**config.mk**
```make
export PLATFORM = sky130hd
export DESIGN_NAME = armleocpu_ptw_arbiter
export DESIGN_NICKNAME = d
export VERILOG_FILES = /design/src/rtl/armleocpu_ptw_arbiter_pkg.sv /design/src/rtl/armleocpu_rr_arbiter2.sv /design/src/rtl/armleocpu_ptw_arbiter.sv
export SDC_FILE = /design/constraint.sdc
export NUM_CORES = 1
export LEC_CHECK = 0
export BUFFER_PORTS_ARGS = -buffer_cell sky130_fd_sc_hd__buf_2
export CAP_MARGIN = 0
export CELL_PAD_IN_SITES_DETAIL_PLACEMENT = 1
export CELL_PAD_IN_SITES_GLOBAL_PLACEMENT = 2
export CORE_UTILIZATION = 28
export DETAILED_ROUTE_END_ITERATION = 8
export PLACE_DENSITY_LB_ADDON = 0.1
export SLEW_MARGIN = 20
export SYNTH_ARGS = -nofsm -noshare
export SYNTH_HDL_FRONTEND = slang
export SYNTH_HIERARCHICAL = 1
export SYNTH_SLANG_ARGS = --single-unit
```
**constraint.sdc**
```tcl
create_clock -name clk -period 1.7 [get_ports clk]
set_clock_uncertainty 0.15 [all_clocks]
set_input_delay 0.085 -clock clk [delete_from_list [all_inputs] [get_ports clk]]
set_output_delay 0.085 -clock clk [all_outputs]
set_load 0.02 [all_outputs]
```
**src/rtl/armleocpu_ptw_arbiter_pkg.sv**
```systemverilog
// Shared definitions for the page table walker arbiter.
//   - ptw_arb_state_t : 2-bit FSM state encoding (IDLE, ISSUE, WAIT, RESP)
//   - REQ_INST/REQ_DATA: requester indices (0 = fetch MMU, 1 = load/store MMU)
package armleocpu_ptw_arbiter_pkg;

    typedef enum logic [1:0] {
        ST_IDLE  = 2'd0,
        ST_ISSUE = 2'd1,
        ST_WAIT  = 2'd2,
        ST_RESP  = 2'd3
    } ptw_arb_state_t;

    localparam logic REQ_INST = 1'b0;
    localparam logic REQ_DATA = 1'b1;

endpackage

```
**src/rtl/armleocpu_rr_arbiter2.sv**
```systemverilog
// Combinational two-input picker.
//   valid[1:0]  : pending requests (bit 0 = instruction, bit 1 = data)
//   last_grant  : index granted most recently (round-robin history)
//   grant       : winning index, meaningful only when any_grant is high
//   any_grant   : at least one request pending
// FIXED_PRIORITY=0 alternates on a tie; FIXED_PRIORITY=1 lets data win every tie.
module armleocpu_rr_arbiter2
    import armleocpu_ptw_arbiter_pkg::*;
#(
    parameter int FIXED_PRIORITY = 0
) (
    input  logic [1:0] valid,
    input  logic       last_grant,
    output logic       grant,
    output logic       any_grant
);

    always_comb begin
        any_grant = |valid;
        grant     = REQ_INST;
        if (valid == 2'b11) begin
            // Tie: fixed mode favours data, round-robin favours whoever did not go last.
            grant = (FIXED_PRIORITY != 0) ? REQ_DATA : ~last_grant;
        end else if (valid[REQ_DATA]) begin
            grant = REQ_DATA;
        end
    end

endmodule

```
**src/rtl/armleocpu_ptw_arbiter.sv**
```systemverilog
// Shares one SV32 page table walker between the instruction and data MMUs.
// One walk is in flight at a time; the walker result is registered and a
// one-cycle done strobe goes to the requester that owns the walk.
//   clk, rst_n                 : clock, asynchronous active-low reset
//   req0_* / req1_*            : level requests + 20-bit VPN from inst / data MMU
//   rsp0_done / rsp1_done      : one-cycle result strobe per requester
//   rsp_*                      : registered walk result shared by both requesters
//   ptw_resolve_request/
//   ptw_virtual_address        : registered request to the walker
//   ptw_resolve_*              : walker result, done is combinational from walker
//   busy                       : high whenever the FSM is not in IDLE
module armleocpu_ptw_arbiter
    import armleocpu_ptw_arbiter_pkg::*;
#(
    parameter int FIXED_PRIORITY = 0
) (
    input  logic        clk,
    input  logic        rst_n,

    input  logic        req0_valid,
    input  logic [19:0] req0_vaddr,
    input  logic        req1_valid,
    input  logic [19:0] req1_vaddr,

    output logic        rsp0_done,
    output logic        rsp1_done,
    output logic        rsp_pagefault,
    output logic        rsp_accessfault,
    output logic [7:0]  rsp_metadata,
    output logic [21:0] rsp_physical_address,

    output logic        ptw_resolve_request,
    output logic [19:0] ptw_virtual_address,
    input  logic        ptw_resolve_done,
    input  logic        ptw_resolve_pagefault,
    input  logic        ptw_resolve_accessfault,
    input  logic [7:0]  ptw_resolve_metadata,
    input  logic [21:0] ptw_resolve_physical_address,

    output logic        busy
);

    ptw_arb_state_t state, state_n;

    logic       owner;
    logic       last_grant;
    logic       grant;
    logic       any_grant;
    logic       grant_en;
    logic       capture_en;
    logic [1:0] req_valid;

    assign req_valid = {req1_valid, req0_valid};

    armleocpu_rr_arbiter2 #(
        .FIXED_PRIORITY(FIXED_PRIORITY)
    ) u_arb (
        .valid      (req_valid),
        .last_grant (last_grant),
        .grant      (grant),
        .any_grant  (any_grant)
    );

    always_comb begin
        state_n    = state;
        grant_en   = 1'b0;
        capture_en = 1'b0;
        case (state)
            ST_IDLE: begin
                if (any_grant) begin
                    grant_en = 1'b1;
                    state_n  = ST_ISSUE;
                end
            end
            // Walker is idle here and samples the request; one cycle only.
            ST_ISSUE: state_n = ST_WAIT;
            // A done seen in any other state is ignored: only WAIT listens.
            ST_WAIT: begin
                if (ptw_resolve_done) begin
                    capture_en = 1'b1;
                    state_n    = ST_RESP;
                end
            end
            ST_RESP: state_n = ST_IDLE;
            default: state_n = ST_IDLE;
        endcase
    end

    always_ff @(posedge clk or negedge rst_n) begin
        if (!rst_n) state <= ST_IDLE;
        else        state <= state_n;
    end

    always_ff @(posedge clk or negedge rst_n) begin
        if (!rst_n) begin
            owner                <= REQ_INST;
            // Data marked as last so the first tie after reset goes to fetch.
            last_grant           <= REQ_DATA;
            ptw_resolve_request  <= 1'b0;
            ptw_virtual_address  <= 20'd0;
            rsp_pagefault        <= 1'b0;
            rsp_accessfault      <= 1'b0;
            rsp_metadata         <= 8'd0;
            rsp_physical_address <= 22'd0;
        end else begin
            // High exactly for the ISSUE cycle.
            ptw_resolve_request <= grant_en;
            if (grant_en) begin
                owner               <= grant;
                last_grant          <= grant;
                ptw_virtual_address <= grant ? req1_vaddr : req0_vaddr;
            end
            if (capture_en) begin
                rsp_pagefault        <= ptw_resolve_pagefault;
                rsp_accessfault      <= ptw_resolve_accessfault;
                rsp_metadata         <= ptw_resolve_metadata;
                rsp_physical_address <= ptw_resolve_physical_address;
            end
        end
    end

    // An owner that withdrew during the walk gets no strobe; result is dropped.
    assign rsp0_done = (state == ST_RESP) && (owner == REQ_INST) && req0_valid;
    assign rsp1_done = (state == ST_RESP) && (owner == REQ_DATA) && req1_valid;
    assign busy      = (state != ST_IDLE);

`ifdef DEBUG_PTW_ARB
    always_ff @(posedge clk) begin
        if (rst_n) begin
            assert (!(ptw_resolve_done && state != ST_WAIT))
                else $error("ptw_resolve_done outside WAIT");
        end
    end
`endif

endmodule

```
==> metrics.txt <==
min Tclk post-route=about 1.6 ns; dpl hpwl=4320 um; Crit Path Category=flip-flop to flip-flop; hold worst-path end=state[0]; WL/cell=~14 um; FF-to-FF End=rsp_physical_address[13]; Max IR drop VDD=between 700 and 800 uV; Synth Warn #=6; Hold Startpoint=ptw_resolve_done; reg-to-reg slack, setup=about 0.11 ns; share of post-route cells with drive strength above 1=approximately 48%; Core Footprint=just under 9000 um2; Initial DRC Count=30; final-report hold violation count=0; Max clock buf depth=2; Die Wd=97.2 um; fmax=~630 MHz; GRT Residual Overflow=0; std cell rows=34; required time of the critical path=~1.8 ns; # fillers=slightly below 1k; area of the die=roughly 9400 um2; worst path bufs/invs=2; Post-DP Area=roughly 3300 um2; aggregate global-route resource usage=about 16%; IO Pins=between 100 and 150; first drt pass iteration count=3; fin. max-slew vios=0; status=complete, no violations; # Max-Cap Violations=0; GPL Wtd Cong=roughly 0.66; Syn Inst Count=181; Worst Tran Pin Value=0.317 ns; initial core utilization=between 20 and 30%; CTS root buf=clkbuf_8; pin count of the biggest net entering global routing=58; Synth-to-Final Area Change=68.5%; vias=2133; CP delay by family, top=flip-flops; Via density=around 4.2; crit start category=flip-flop; reg2reg path depth=5; setup ws final=0.110 ns; sequential share of the synthesized area=56.3%; Hold Path Stages=4; Max-slew headroom=78.9%; NumNets Final=around 470; fin crit share=93.5%; Cell Pwr Density=about 1700 nW/um2; CTS tree=built; hold crit path type=primary input to flip-flop; Synth cell types=22; CP cell instances=inv_1, ha_1, nand2_4, buf_12, mux2_2; RSZ-0062 raised after global routing=no; leakage power=around 2.2 nW; height of the chip=97.2 um; area of the mapped netlist=2540 um2; Reg clk slew, reported paths=0.07 ns; DRT Wirelength=about 7000 um; Avg Inst Size Synth=around 14 um2; ANT cells=0; final setup vio count=0; Crit path largest cell delay=between 0.3 and 0.4 ns; Fin Setup TNS=0 ns; reg2reg start=state[0]; Clock Sinks=57; crit path DAT=about 1.7 ns; pre-CTS WS=approximately 0.11 ns; number of antenna-violating nets in the routed design=0; CP max FO=17; first-pass GRT wire length=approximately 12000 um; I/O Buffers=132; initial antenna violation count=0; cts bufs inserted=9; H-tree Lvls=3; vias in the first global route=between 2k and 2.5k; post-synthesis register bit count=57; critical path's slowest cell=dfrtp_1; Worst setup EP type=flip-flop; Syn Nets=about 260; worst skew pair latency=approximately 0.33 ns; Final Cell Area=between 4000 and 5000 um2; DRC Markers=0
[cell type report]
class	count	area (um2)	area share, %
multi-input cells	107	977	22.9
flip-flops and latches	57	1430	33.4
inverters	6	22.5	0.527
clock buffers	11	141	3.31
clock inverters	5	78.8	1.84
well taps	108	135	3.16
repair buffers	210	1490	34.9
[power by group]
| part | switching, mW | leakage (nW) | internal, mW | total [mW] |
|---|---|---|---|---|
| Clock | 0.540 | 0.113 | 0.863 | 1.40 |
| Combinational | 1.84 | 1.41 | 1.63 | 3.47 |
| Sequential | 0.378 | 0.657 | 2.06 | 2.44 |
| Total | 2.76 | 2.19 | 4.55 | 7.31 |
[what timing repair did]
action                                 CTS  global route
resized for setup                        0             0
endpoints found under the hold margin  109             0
setup buffers                            0             0
hold buffers                            73             0
[logic make-up (layout without fill, tap and decap cells)]
kind of cell / after synthesis / in the layout / synth area share (%)
buffers and inverters: 17 / 232 / 5.33
multiplexers: 53 / 53 / 27.0
adder cells (fa/ha/maj): 3 / 3 / 1.48
flip-flops: 57 / 57 / 56.3
AND/OR/NAND/NOR: 26 / 26 / 4.54
AO/OA/AOI/OAI: 25 / 25 / 5.38
[stage by stage]
step           utilization [%]  cells  hold slack, ns  total power [mW]
2_1_floorplan                -    181          -0.361              4.75
4_1_cts                   48.8    504          0.0775              7.41
3_5_place_dp              37.9    415         -0.0323              5.83
3_3_place_gp              37.9    415         -0.0342              5.75
5_1_grt                   48.8    504          0.0887              7.78
6_report                  48.8    504          0.0959              7.31
[metal layers]
layer	share of wire [%]	GRT usage [%]	up-vias	routed length (um)
met5	0	0	-	0
met3	5.2	4.68	9	374
met2	50	28.1	81	3620
met1	43	18.1	1003	3080
met4	1.6	7.23	0	118
li1	-	-	1040	-
[placed cells by master, fill, tap and decap left out, drive strengths merged]
cell type / synthesis / final
nor2: 20 / 20
nand2: 2 / 2
dfstp: 1 / 1
dfrtp: 56 / 56
o21ai: 2 / 2
mux2: 33 / 33
clkbuf: 1 / 11
mux2i: 20 / 20
inv: 6 / 6
a21oi: 20 / 20
ha: 3 / 3
clkinv: 0 / 3
and2: 1 / 1
buf: 10 / 137
and3: 2 / 2
a21boi: 1 / 1
o22a: 1 / 1
or2: 1 / 1
bufinv: 0 / 2
a2bb2oi: 1 / 1
dlygate4sd3: 0 / 73
[tightest hold or removal path, stage by stage]
cell and delay (ns):
buf_2 0.13, inv_1 0.05, a2bb2oi_1 0.07, o22a_2 0.20
[cells in the mapped netlist]
| library cell | number | area [um2] |
|---|---|---|
| dfstp_2 | 1 | 26.3 |
| and2_1 | 1 | 6.26 |
| a21boi_1 | 1 | 7.51 |
| and3_1 | 2 | 12.5 |
| a21oi_1 | 20 | 100 |
| mux2_4 | 30 | 450 |
| nor2_1 | 20 | 75.1 |
| a2bb2oi_1 | 1 | 8.76 |
| o22a_2 | 1 | 10.0 |
| or2_1 | 1 | 6.26 |
| mux2_2 | 3 | 33.8 |
| nand2_4 | 1 | 11.3 |
| clkbuf_2 | 1 | 5.00 |
| buf_12 | 3 | 60.1 |
| mux2i_1 | 20 | 200 |
| nand2_1 | 1 | 3.75 |
| ha_1 | 3 | 37.5 |
| buf_4 | 5 | 37.5 |
| buf_2 | 2 | 10.0 |
| dfrtp_1 | 56 | 1400 |
| inv_1 | 6 | 22.5 |
| o21ai_0 | 2 | 10.0 |
[worst max path at each step]
stage,to,slack (ns),startpoint,cells after the start
6_report,rsp_physical_address[13],0.11,state[0],5
5_1_grt,rsp_physical_address[13],0.02,state[0],5
4_1_cts,rsp_physical_address[13],0.09,state[0],5
3_5_place_dp,rsp_physical_address[13],0.11,state[0],5
3_3_place_gp,rsp_physical_address[13],0.15,state[0],5
2_1_floorplan,state[1],0.08,state[0],5
[state kept, by name, summed over array words and instances, names as in the netlist]
name and cells:
last_grant 1, owner 1, ptw_resolve_request 1, ptw_virtual_address 20, rsp_accessfault 1, rsp_metadata 8
rsp_pagefault 1, rsp_physical_address 22, state 2
Note: power is estimated with default switching activity, not from simulation.
